File: config.mk
export PLATFORM = sky130hd
export DESIGN_NAME = muldiv_unit
export DESIGN_NICKNAME = d
export VERILOG_FILES = /design/src/rtl/muldiv_unit.sv
export SDC_FILE = /design/constraint.sdc
export NUM_CORES = 1
export LEC_CHECK = 0
export CORE_ASPECT_RATIO = 0.7
export CORE_MARGIN = 2
export CORE_UTILIZATION = 40
export CTS_CLUSTER_SIZE = 20
export DETAILED_ROUTE_END_ITERATION = 10
export PLACE_DENSITY = 0.57
export SYNTH_ARGS = -nofsm -noshare
export SYNTH_HDL_FRONTEND = slang
export SYNTH_SLANG_ARGS = --single-unit
export TNS_END_PERCENT = 20
File: constraint.sdc
create_clock -name clk -period 4.8 [get_ports clk]
set_input_delay 0.72 -clock clk [delete_from_list [all_inputs] [get_ports clk]]
set_output_delay 0.72 -clock clk [all_outputs]
set_load 0.01 [all_outputs]
File: src/rtl/muldiv_unit.sv
// Iterative RV32M multiply/divide unit: shift-add multiply and restoring divide, one bit per cycle.
// Divide-by-zero and signed overflow bypass the iteration and finish the cycle after acceptance.
module muldiv_unit #(
    parameter int D_WIDTH = 32
) (
    input  logic               clk,
    input  logic               rst,
    input  logic               start,
    input  logic [2:0]         op,
    input  logic [D_WIDTH-1:0] aluop1,
    input  logic [D_WIDTH-1:0] regop2,
    output logic               ready,
    output logic               done,
    output logic [D_WIDTH-1:0] result
);
    localparam int W  = D_WIDTH;
    localparam int CW = $clog2(W);

    typedef enum logic [1:0] {IDLE, CALC, FIN} state_t;

    state_t         state;
    logic [CW-1:0]  cnt;
    logic [2:0]     op_q;
    logic           neg_q;
    logic [2*W-1:0] a_q;
    logic [2*W-1:0] acc;
    logic [W-1:0]   b_q;
    logic [W-1:0]   rem;

    // Operand conditioning at acceptance
    logic           s1, s2, neg_d, div0, ovf;
    logic [W-1:0]   mag1, mag2, fast_res;

    always_comb begin
        s1    = aluop1[W-1] && (op == 3'b001 || op == 3'b010 || op == 3'b100 || op == 3'b110);
        s2    = regop2[W-1] && (op == 3'b001 || op == 3'b100 || op == 3'b110);
        mag1  = s1 ? -aluop1 : aluop1;
        mag2  = s2 ? -regop2 : regop2;
        // REM follows the dividend sign; everything else is the sign product
        neg_d = (op[2] && op[1]) ? s1 : (s1 ^ s2);
        div0  = op[2] && (regop2 == '0);
        ovf   = op[2] && !op[0] && (aluop1 == {1'b1, {(W-1){1'b0}}}) && (regop2 == '1);
        fast_res = div0 ? (op[1] ? aluop1 : '1) : (op[1] ? '0 : aluop1);
    end

    // One iteration step plus final sign/selection from the post-step values,
    // so the result is already registered during the FIN cycle.
    logic [2*W-1:0] acc_n, prod_s;
    logic [W:0]     rem_sh, diff;
    logic [W-1:0]   rem_n, quo_s, rem_s, fin_res;

    always_comb begin
        rem_sh = {rem, a_q[W-1]};
        diff   = rem_sh - {1'b0, b_q};
        if (op_q[2]) begin
            rem_n = diff[W] ? rem_sh[W-1:0] : diff[W-1:0];
            acc_n = {acc[2*W-2:0], ~diff[W]};
        end else begin
            rem_n = rem;
            acc_n = acc + (b_q[0] ? a_q : '0);
        end
        prod_s = neg_q ? -acc_n : acc_n;
        quo_s  = neg_q ? -acc_n[W-1:0] : acc_n[W-1:0];
        rem_s  = neg_q ? -rem_n : rem_n;
        case (op_q)
            3'b000:                 fin_res = prod_s[W-1:0];
            3'b001, 3'b010, 3'b011: fin_res = prod_s[2*W-1:W];
            3'b100, 3'b101:         fin_res = quo_s;
            default:                fin_res = rem_s;
        endcase
    end

    always_ff @(posedge clk) begin
        if (rst) begin
            state  <= IDLE;
            ready  <= 1'b1;
            done   <= 1'b0;
            result <= '0;
            cnt    <= '0;
            op_q   <= '0;
            neg_q  <= 1'b0;
            a_q    <= '0;
            b_q    <= '0;
            acc    <= '0;
            rem    <= '0;
        end else begin
            done <= 1'b0;
            case (state)
                IDLE: if (start) begin
                    op_q  <= op;
                    neg_q <= neg_d;
                    a_q   <= {{W{1'b0}}, mag1};
                    b_q   <= mag2;
                    acc   <= '0;
                    rem   <= '0;
                    cnt   <= '0;
                    ready <= 1'b0;
                    if (div0 || ovf) begin
                        result <= fast_res;
                        done   <= 1'b1;
                        state  <= FIN;
                    end else begin
                        state <= CALC;
                    end
                end
                CALC: begin
                    acc <= acc_n;
                    rem <= rem_n;
                    a_q <= a_q << 1;
                    if (!op_q[2]) b_q <= b_q >> 1;
                    cnt <= cnt + CW'(1);
                    if (cnt == CW'(W-1)) begin
                        result <= fin_res;
                        done   <= 1'b1;
                        state  <= FIN;
                    end
                end
                FIN: begin
                    state <= IDLE;
                    ready <= 1'b1;
                end
                default: state <= IDLE;
            endcase
        end
    end
endmodule

# Yosys cells after proc, flatten, opt, wreduce, memory -nomap -nowiden
# Index checks and enable logic that the tools add are counted.
[word_totals] n_memories=0 regBits=237 latch_bits=0 input_bits=70 word_cells=105 romBits=0 output_inout_bits=34 ram_bits=0
[classes] shift=0 muxes=39 n_mul=0 n_div=0 magnitude_cmp=0 n_addsub=8 bitwise=2 n_reduce_logical=27 eq_ne=18
[ops] op="32-bit 2-to-1 mux" n=15
[ops] op="64-bit 2-to-1 mux" n=5
[ops] op="64-bit case mux with 2 select lines" n=2
[ops] op="32-bit case mux with 2 select lines" n=3
[ops] op="32-bit negator" n=4
[ops] op="32-bit case mux with 3 select lines" n=1
[ops] op="64-bit adder" n=1
[ops] op="32-bit == test, second input constant" n=2
[ops] op="64-bit negator" n=1
[ops] op="33-bit by 32-bit subtractor with 33-bit output" n=1
[ops] op="32-bit logical NOT" n=1
[ops] op="3-bit == test, second input constant" n=4
[ops] op="5-bit case mux with 2 select lines" n=1
[ops] op="3-bit by 2-bit == test with 1-bit output, second input constant" n=3
[ops] op="2-bit inequality test, second input constant" n=4
[ops] op="2-bit AND reduction" n=4
[ops] op="1-bit logical AND" n=7
[ops] op="3-bit by 1-bit == test with 1-bit output, second input constant" n=2
[ops] op="1-bit logical OR" n=6
[ops] op="2-bit 2-to-1 mux" n=3
[ops] op="5-bit by 1-bit adder with 5-bit output, second input constant" n=1
[ops] op="5-bit == test, second input constant" n=1
[ops] op="1-bit 2-to-1 mux" n=5
[ops] op="5-bit 2-to-1 mux" n=1
[ops] op="14 further kinds" n=16

# Longest topological paths before layout
# Gate-level depths: netlist of run 1.
[logic_depth] depth_word=8 ltp_mapped=23 ltp_nobuf=21

# Worst setup path before layout of run 1
# Ideal clock, no wire load.
[synth_timing] path_type="flip-flop to flip-flop" start="register op_q[2]" end="register result[28]" arrival_ns=5.124 synth_period_minus_slack_ns=5.246 path_stages_with_launch=22 path_buffers=12 setup_ns=0.122 slack_ns=-0.446 required_time_ns=4.678 cell_sequence="dfxtp_1 -> buf_2 -> clkbuf_1 -> buf_1 -> buf_2 -> buf_2 -> buf_2 -> buf_2 -> buf_2 -> clkbuf_1 -> clkbuf_1 -> clkbuf_1 -> buf_2 -> mux2i_1 -> ha_1 -> nor4b_1 -> a31oi_1 -> nand4b_1 -> or2_2 -> o31ai_1 -> xor2_1 -> o32a_1"
[synth_between] elab_chain_len=6 word_cells_on_any_way=19 classes_between="add/sub (3); eq/ne (5); mux (8); reduce/logical (3)"
[synth_lines] element="start, declared" line="23" source="logic [2:0] op_q;"
[synth_lines] element="start signal, assigned" line="90" source="op_q <= op;"
[synth_lines] element="64-bit 2-to-1 mux / 32-bit 2-to-1 mux (equally long branches)" line="55" source="if (op_q[2]) begin"
[synth_lines] element="64-bit negator, or another cell as far along" line="62" source="prod_s = neg_q ? -acc_n : acc_n;"
[synth_lines] element="64-bit 2-to-1 mux, or another cell as far along" line="62"
[synth_lines] element="32-bit case mux with 3 select lines *" line="65" source="case (op_q)"
[synth_lines] element="32-bit 2-to-1 mux *" line="112" source="if (cnt == CW'(W-1)) begin"
[synth_lines] element="32-bit case mux with 2 select lines *" line="88" source="case (state)"
[synth_lines] element="end signal, assigned" line="99" source="result <= fast_res;"
[synth_lines] element="end signal, assigned" line="113" source="result <= fin_res;"
[synth_lines] element="end, declared" line="14" source="output logic [D_WIDTH-1:0] result"
# Every way passes the cells marked *; elsewhere a longest branch is shown, timed or not. The select of a mux whose other input is x is not followed.
# A chain may end at the register's enable or synchronous reset.

# Worst setup path in the final report of run 1
[layout_timing] start="register b_q[0]" end="register result[31]"
[layout_between] elab_chain_len=8 word_cells_on_any_way=16 classes_between="add/sub (5); mux (10); bitwise (1)"
[layout_lines] element="start, declared" line="27" source="logic [W-1:0] b_q;"
[layout_lines] element="start signal, assigned" line="93" source="b_q <= mag2;"
[layout_lines] element="start signal, assigned" line="110" source="if (!op_q[2]) b_q <= b_q >> 1;"
[layout_lines] element="64-bit 2-to-1 mux / 33-bit by 32-bit subtractor with 33-bit output (equally long branches)" line="60, 54"
[layout_lines] element="64-bit adder, or another cell as far along" line="60" source="acc_n = acc + (b_q[0] ? a_q : '0);"
[layout_lines] element="64-bit 2-to-1 mux / 32-bit 2-to-1 mux (equally long branches)" line="55"
[layout_lines] element="64-bit negator, or another cell as far along" line="62"
[layout_lines] element="64-bit 2-to-1 mux, or another cell as far along" line="62"
[layout_lines] element="32-bit case mux with 3 select lines *" line="65"
[layout_lines] element="32-bit 2-to-1 mux *" line="112"
[layout_lines] element="32-bit case mux with 2 select lines *" line="88"
# Marked as above.

==> results of run 1 <==
==> synth_stat cells (20+ instances only) <==
cell type / instances
sky130_fd_sc_hd__nand2_1: 305
sky130_fd_sc_hd__ha_1: 103
sky130_fd_sc_hd__o31ai_1: 50
sky130_fd_sc_hd__inv_1: 77
sky130_fd_sc_hd__maj3_1: 22
sky130_fd_sc_hd__a211oi_1: 61
sky130_fd_sc_hd__mux2i_1: 20
sky130_fd_sc_hd__a22oi_1: 112
sky130_fd_sc_hd__and2_1: 77
sky130_fd_sc_hd__a21oi_1: 265
sky130_fd_sc_hd__xor2_1: 68
sky130_fd_sc_hd__a31oi_1: 49
sky130_fd_sc_hd__nor2b_1: 20
sky130_fd_sc_hd__nand4_1: 65
sky130_fd_sc_hd__o22ai_1: 41
sky130_fd_sc_hd__nor2_1: 517
sky130_fd_sc_hd__nor3_1: 85
sky130_fd_sc_hd__o21a_1: 23
sky130_fd_sc_hd__xnor2_1: 109
sky130_fd_sc_hd__buf_1: 23
sky130_fd_sc_hd__a21o_1: 41
sky130_fd_sc_hd__nand3_1: 66
sky130_fd_sc_hd__clkbuf_1: 158
sky130_fd_sc_hd__dfxtp_1: 237
sky130_fd_sc_hd__o211ai_1: 27
sky130_fd_sc_hd__o21ai_0: 193
sky130_fd_sc_hd__or3_1: 28
sky130_fd_sc_hd__buf_2: 33
sky130_fd_sc_hd__nor4_1: 42
==> layer usage <==
metal,vias to the layer above,share of wire [%],GRT usage [%]
met1,13990,46,55.13
met2,1683,36,46.69
li1,13360,-,-
met5,-,0.014,0
met3,188,15,15.97
met4,2,2.5,8.087
==> worst min-delay path, cell delays in order, from the launching register on <==
cell,delay (ns)
sky130_fd_sc_hd__dfxtp_1,0.32
sky130_fd_sc_hd__a22oi_1,0.06
sky130_fd_sc_hd__nor2_1,0.08
==> logic make-up after synthesis <==
| family | Yosys count | synth area share [%] |
|---|---|---|
| simple gates | 1321 | 27.17 |
| compound gates | 1093 | 32.01 |
| buf+inv | 304 | 5.420 |
| flops | 237 | 20.64 |
| xor+xnor | 177 | 6.743 |
| fa+ha+maj | 127 | 6.737 |
| mux | 27 | 1.279 |
==> flip-flops by register name (all words and copies together) (netlist names), 2 cells and up <==
name / count
a_q: 64
acc: 64
b_q: 32
cnt: 5
op_q: 3
rem: 32
result: 32
state: 2
==> layout make-up <==
class | count | area (um2)
fillers | 5403 | 25020
repair buffers | 811 | 6675
clock inverters | 6 | 98.84
flip-flops and latches | 237 | 4755
inverters | 78 | 294.0
diodes | 1 | 2.502
multi-input cells | 2745 | 18130
clock buffers | 47 | 893.4
well taps | 750 | 938.4
==> what timing repair did <==
item                                    CTS  global route
buffers inserted                         21            13
cloned                                    4             0
pin swaps                                31            44
endpoints found under the setup margin   32            32
resized for setup                        99           113
==> layout by cell type (no fill, tap or decap), types with 73 or more instances in the layout <==
master,count
sky130_fd_sc_hd__nor3_1,77
sky130_fd_sc_hd__dfxtp_1,233
sky130_fd_sc_hd__ha_1,78
sky130_fd_sc_hd__and2_1,73
sky130_fd_sc_hd__clkdlybuf4s50_1,102
sky130_fd_sc_hd__inv_1,74
sky130_fd_sc_hd__a22oi_1,112
sky130_fd_sc_hd__nand2_1,296
sky130_fd_sc_hd__o21ai_0,178
sky130_fd_sc_hd__xnor2_1,106
sky130_fd_sc_hd__buf_4,677
sky130_fd_sc_hd__a21oi_1,256
sky130_fd_sc_hd__nor2_1,507
==> per-stage QoR <==
stage	util (%)	instances
after global routing	55.95	4674
after CTS	54.85	4663
after floorplan	-	3286
after detailed placement	51.65	4586
final	55.96	4675
after global placement	51.65	4586
==> power by group <==
group	total [mW]	internal (mW)	switching, mW	leakage (nW)
logic	2.45	1.01	1.44	10.4
registers	2.13	2.04	0.0942	1.93
clock network	2.39	1.38	1.02	0.489
==> final timing paths <==
kind              startpoint         end  slack, ns  depth (start not counted)
setup / recovery      b_q[0]  result[31]      -0.44                         20
hold / removal       a_q[63]     a_q[63]       0.50                          2
setup reg to reg      b_q[0]  result[31]      -0.44                         20
hold reg to reg      a_q[63]     a_q[63]       0.50                          2
==> metrics.log, run 1 <==
[metrics] status: finished, violations left
[metrics] violations in the final reports: negative setup slack
[metrics] global route total overflow: 0
[metrics] peak supply drop: between 0.2 and 0.3 mV
[metrics] drt initial violations: 3733
[metrics] total DRC errors in the routed layout: 0
[metrics] Worst Tran Pin Value: around 1.2 ns
[metrics] overall power after layout: 6.975 mW
[metrics] post-synthesis area per instance: roughly 7.0 um2
[metrics] Post-Layout Inst Area: 31790 um2
[metrics] number of max-cap violations: 0
[metrics] H-Tree Depth: 1
[metrics] Worst Setup Path Type: register to register
[metrics] final net count: just over 4000
[metrics] Mapped Nets: ~3500
[metrics] crit path DAT: 5.75 ns
[metrics] dominant cell type by area after synthesis: sky130_fd_sc_hd__dfxtp_1
[metrics] cell type of the slowest stage on the worst timing path: sky130_fd_sc_hd__or4_1
[metrics] crit path setup slack, layout: -0.4423 ns
[metrics] type of the tightest min-delay check: register to register
[metrics] share of Yosys cell area claimed by the top area cell type: about a fifth
[metrics] count of hold buffers inserted by post-cts repair: 0
[metrics] top cell family by delay on the critical path: compound AO/OA/AOI/OAI gates
[metrics] Synth area leaders: sky130_fd_sc_hd__dfxtp_1 (21%), sky130_fd_sc_hd__nor2_1 (8.4%), sky130_fd_sc_hd__a21oi_1 (5.8%)
[metrics] Final TNS setup: -5.614 ns
[metrics] routability congestion estimate: approximately 1.1
[metrics] clock latency reported for the late side of the worst-skew pair: slightly above 0.6 ns
[metrics] Most Frequent Cell on Critical Path: sky130_fd_sc_hd__buf_4
[metrics] Routed Wire Length: approximately 110000 um
[metrics] CP Max Fanout: 5
[metrics] final worst clock skew: 0.02013 ns
[metrics] library cell used as clock root buffer: sky130_fd_sc_hd__clkbuf_16
[metrics] drt pass-1 iters: 6
[metrics] port bufs: roughly 100
[metrics] Std-Cell Core Area: roughly 57000 um2
[metrics] final hold vios: 0
[metrics] final routed wire length divided by cell count: approximately 24 um
[metrics] Finish-stage setup viols: 26
[metrics] number of standard cells after synthesis: ~3300
[metrics] unrepaired setup endpoints after global routing: true
[metrics] final cycle utilization of the critical path: 109.2%
[metrics] via count of the first global-routing pass: approximately 26000
[metrics] Die Height: approximately 200 um
[metrics] sequential cell area fraction in the yosys report: 20.64%
[metrics] synthesis-to-finish area growth: 38.27%
[metrics] count of vias placed by the detailed router: approximately 29000
[metrics] post-placement worst setup slack: -0.4884 ns
[metrics] # IOs: 104
[metrics] layout cells sized above 1: between 20% and 30%
[metrics] routed via count divided by cell count: between 6 and 7
[metrics] synth warn: 0
[metrics] most used flip-flop cell after synthesis: sky130_fd_sc_hd__dfxtp_1
[metrics] clock tree from TritonCTS: yes
[metrics] asr flop ratio synth: 0%
[metrics] power density over cell area: about 220 nW/um2
[metrics] fin crit period: roughly 5.2 ns
[metrics] Post-DRT Antenna Nets: 0
[metrics] max-slew violations: 0
[metrics] Yosys cell types: between 100 and 150
[metrics] first-pass GRT wire length: 167200 um
[metrics] effective utilization at floorplan: 40.47%
[metrics] number of clock buffers inserted by TritonCTS: 29
[metrics] leakage power total: around 13 nW
[metrics] cell area after placement: between 20000 and 30000 um2
[metrics] overall routing resource usage: 36.77%
[metrics] Peak Freq: 190.8 MHz
[metrics] hold slack final: ~0.5 ns
[metrics] Buf+Inv Stages, Crit Path: 5
[metrics] HPWL after detailed placement: 87920 um
[metrics] full die area: ~60000 um2
[metrics] number of sinks handled by clock tree synthesis: 237
[metrics] CP cell instances: ha_4, inv_2, fa_2, a211oi_4, o31ai_4, o21ai_4, buf_6, a311o_1, a21oi_2, buf_4, buf_4, or4_1, o311ai_1, nand4_1, or4_1, buf_4, o41ai_2, xor2_1, nand2_1, a311oi_1
[metrics] worst-case clock buffer depth: 3
[metrics] number of synthesized flops with an enable pin: 0
[metrics] number of antenna violations at the first check in global routing: 3
[metrics] Data required, critical path: 5.31 ns
[metrics] number of synthesized register bits: roughly 240
[metrics] kind of capture point of the worst setup path: register
[metrics] number of rows created at floorplan: 73
[metrics] slew margin rel.: 17.00%
[metrics] pin count of the biggest net entering global routing: 126
[metrics] clock-pin slew on the worst setup and hold paths: 0.06 ns
[metrics] sort of element at the start of the critical path: register
[metrics] post-synthesis instance area: around 23000 um2
[metrics] worst stage delay on the critical path: between 0.5 and 0.6 ns
[metrics] horizontal die dimension: between 200 and 300 um
Note: power is estimated with default switching activity, not from simulation.
==> run 2: changes to the inputs <==
PLACE_DENSITY = unset   (was 0.57)
PLACE_DENSITY_LB_ADDON = 0.3   (was unset)
==> run 2 against run 1 <==
The flow still finishes with violations (negative setup slack). Clock skew shrank 0.0031 ns. Clock power grew 12%. Register-to-register slack gained 0.02 ns. Flip-flop and latch count is the same. Power grew 1.1%. Global-route usage shrank 3.7 points. Final cell count shrank 1.2%.
==> metrics.log, run 2 (synthesis results as in run 1) <==
[metrics] synthesis-to-finish area growth: 34.37% (was 38.27%)
[metrics] number of rows created at floorplan: 73 (unchanged)
[metrics] total DRC errors in the routed layout: 0 (unchanged)
[metrics] final worst clock skew: 0.01708 ns (was 0.02013 ns)
[metrics] # IOs: 104 (unchanged)
[metrics] Finish-stage setup viols: 18 (was 26)
[metrics] fin crit period: 5.218 ns (was 5.242 ns)
[metrics] final hold vios: 0 (unchanged)
[metrics] max-slew violations: 0 (unchanged)
[metrics] global route total overflow: 0 (unchanged)
[metrics] CP Max Fanout: 30 (was 5)
[metrics] drt pass-1 iters: 6 (unchanged)
[metrics] violations in the final reports: negative setup slack (unchanged)
[metrics] count of vias placed by the detailed router: 28360 (was 29230)
[metrics] crit path setup slack, layout: -0.4180 ns (was -0.4423 ns)
[metrics] type of the tightest min-delay check: register to register (unchanged)
[metrics] leakage power total: 12.54 nW (was 12.81 nW)
[metrics] instance count on the critical path: 17 (was 20)
[metrics] CP startpoint: b_q[0] (unchanged)
[metrics] first-pass GRT wire length: 153100 um (was 167200 um)
[metrics] worst hold start: ready (was a_q[63])
[metrics] Buf+Inv Stages, Crit Path: 2 (was 5)
[metrics] Peak Freq: 191.6 MHz (was 190.8 MHz)
[metrics] leading registers by flop count: a_q: 64 flops, acc: 64 flops (unchanged)
[metrics] HPWL after detailed placement: 81030 um (was 87920 um)
[metrics] overall routing resource usage: 33.11% (was 36.77%)
[metrics] peak supply drop: 0.2390 mV (was 0.2983 mV)
[metrics] launching point of the worst reg2reg path: b_q[0] (unchanged)
[metrics] number of clock buffers inserted by TritonCTS: 30 (was 29)
[metrics] unrepaired setup endpoints after global routing: true (unchanged)
[metrics] post-placement worst setup slack: -0.5288 ns (was -0.4884 ns)
[metrics] layout cells sized above 1: 23.56% (was 25.31%)
[metrics] final cycle utilization of the critical path: 108.7% (was 109.2%)
[metrics] routability congestion estimate: 1.064 (was 1.061)
[metrics] slew margin rel.: 20.38% (was 17.00%)
[metrics] Non-Filler Instances: 4618 (was 4675)
[metrics] total placed cells including tap cells: 4554 (was 4586)
[metrics] CP cell instances: buf_12, and2_1, buf_12, ha_1, nand2_1, a21oi_1, nand3_1, a31o_1, a31oi_1, o31ai_1, nand4bb_4, or4_4, or4_4, or4b_4, mux2_4, nor2_1, a2111oi_1 (was ha_4, inv_2, fa_2, a211oi_4, o31ai_4, o21ai_4, buf_6, a311o_1, a21oi_2, buf_4, buf_4, or4_1, o311ai_1, nand4_1, or4_1, buf_4, o41ai_2, xor2_1, nand2_1, a311oi_1)
[metrics] library cell used as clock root buffer: sky130_fd_sc_hd__clkbuf_16 (unchanged)
[metrics] final routed wire length divided by cell count: 22.37 um (was 24.39 um)
[metrics] sort of element at the start of the critical path: register (unchanged)
[metrics] Worst Tran Pin Value: 1.190 ns (was 1.232 ns)
[metrics] pin count of the biggest net entering global routing: 96 (was 126)
[metrics] most common cell after layout, fill and taps aside: sky130_fd_sc_hd__buf_4 (unchanged)
[metrics] most used cells in the layout excluding fill and tap cells: sky130_fd_sc_hd__buf_4 (637), sky130_fd_sc_hd__nor2_1 (507), sky130_fd_sc_hd__nand2_1 (296), sky130_fd_sc_hd__a21oi_1 (260), sky130_fd_sc_hd__dfxtp_1 (233) (was sky130_fd_sc_hd__buf_4 (677), sky130_fd_sc_hd__nor2_1 (507), sky130_fd_sc_hd__nand2_1 (296), sky130_fd_sc_hd__a21oi_1 (256), sky130_fd_sc_hd__dfxtp_1 (233))
[metrics] number of max-cap violations: 0 (unchanged)
[metrics] Data required, critical path: 5.28 ns (was 5.31 ns)
[metrics] Post-DRT Antenna Nets: 0 (unchanged)
[metrics] Std-Cell Core Area: 56810 um2 (unchanged)
[metrics] clock latency reported for the late side of the worst-skew pair: 0.60 ns (was 0.61 ns)
[metrics] cell count of the worst reg-to-reg path: 17 (was 20)
[metrics] cell type of the slowest stage on the worst timing path: sky130_fd_sc_hd__or4_4 (was sky130_fd_sc_hd__or4_1)
[metrics] worst-case clock buffer depth: 3 (unchanged)
[metrics] worst stage delay on the critical path: 0.57 ns (was 0.51 ns)
[metrics] full die area: 59440 um2 (unchanged)
[metrics] H-Tree Depth: 1 (unchanged)
[metrics] Die Height: 204.6 um (unchanged)
[metrics] via count of the first global-routing pass: 24500 (was 26470)
[metrics] port bufs: 103 (unchanged)
[metrics] final net count: 4017 (was 4077)
[metrics] Worst Hold Path Cells: 1 (was 2)
[metrics] Routed Wire Length: 103300 um (was 114000 um)
[metrics] number of sinks handled by clock tree synthesis: 237 (unchanged)
[metrics] power density over cell area: 228.3 nW/um2 (was 219.4 nW/um2)
[metrics] number of antenna violations at the first check in global routing: 1 (was 3)
[metrics] top cell family by delay on the critical path: simple AND/OR/NAND/NOR gates (was compound AO/OA/AOI/OAI gates)
[metrics] effective utilization at floorplan: 40.47% (unchanged)
[metrics] kind of capture point of the worst setup path: register (unchanged)
[metrics] clock-pin slew on the worst setup and hold paths: 0.06 ns (about the same)
[metrics] clock tree from TritonCTS: yes (unchanged)
[metrics] routed via count divided by cell count: 6.141 (was 6.251)
[metrics] horizontal die dimension: 290.6 um (unchanged)
[metrics] Worst Setup Path Type: register to register (unchanged)
[metrics] status: finished, violations left (unchanged)
[metrics] count of hold buffers inserted by post-cts repair: 0 (unchanged)
[metrics] overall power after layout: 7.052 mW (was 6.975 mW)
[metrics] crit path DAT: 5.69 ns (was 5.75 ns)
[metrics] drt initial violations: 4086 (was 3733)
## run 2: cell count changes in the layout (fill, tap and decap cells not counted), sizes merged, moves of 3 or more
cell and change:
clkinv +4, bufinv +5, buf -58, bufbuf -3, clkbuf -8, clkinvlp +3
## run 2: final timing paths
kind	end	slack, ns
worst min-delay path	ready	0.50
worst max register to register	result[30]	-0.42
worst min register to register	ready	0.50
worst max-delay path	result[30]	-0.42
## run 2: area by class of cell
type / instances / area, um2
timing repair buffer: 750 / 5988
sequential: 237 / 4752
tap: 750 / 938.4
clock buffer: 39 / 865.8
inverter: 78 / 292.8
fill: 5522 / 25920
multi-input combinational: 2745 / 17770
antenna: 2 / 5.005
clock inverter: 17 / 279.0
## run 2: per-stage QoR
stage	util (%)	TNS (ns)	instance area (um2)	hold slack (ns)
after floorplan	-	-0.4949	23090	0.4610
after CTS	53.51	-1.792	30400	0.4939
after detailed placement	51.09	-4.320	29020	0.4796
final	54.38	-2.791	30890	0.4985
after global routing	54.37	-7.007	30890	0.5188
after global placement	51.09	-3.360	29020	0.4820
## run 2: repair_timing
item | in CTS | in global routing
setup buffers | 3 | 3
pin swaps | 13 | 19
resized for setup | 45 | 95
gates cloned | 0 | 0
endpoints found under the setup margin | 28 | 32
## run 2: worst reg2reg max path: stages, from the launching register on
cell,delay (ns)
sky130_fd_sc_hd__dfxtp_2,0.34
sky130_fd_sc_hd__buf_12,0.16
sky130_fd_sc_hd__and2_1,0.24
sky130_fd_sc_hd__buf_12,0.14
sky130_fd_sc_hd__ha_1,0.41
sky130_fd_sc_hd__nand2_1,0.15
sky130_fd_sc_hd__a21oi_1,0.37
sky130_fd_sc_hd__nand3_1,0.14
sky130_fd_sc_hd__a31o_1,0.35
sky130_fd_sc_hd__a31oi_1,0.23
sky130_fd_sc_hd__o31ai_1,0.12
sky130_fd_sc_hd__nand4bb_4,0.28
sky130_fd_sc_hd__or4_4,0.57
sky130_fd_sc_hd__or4_4,0.51
sky130_fd_sc_hd__or4b_4,0.55
sky130_fd_sc_hd__mux2_4,0.21
sky130_fd_sc_hd__nor2_1,0.04
sky130_fd_sc_hd__a2111oi_1,0.32
## run 2: metal layers
layer  part of all wire (%)  routed length, um  vias up  global-route usage, %
met1                     47              48750    13290                  52.30
li1                       -                  -    13290                      -
met4                    1.8               1865        0                  5.903
met5                      0                  0        -                      0
met3                     16              16020      103                  11.64
met2                     36              36680     1685                  41.42
## run 2: power breakdown
part	internal, mW	leakage [nW]	switching (mW)
clock	1.64	0.555	1.03
sequential	2.04	1.93	0.116
combinational	0.919	10.1	1.30
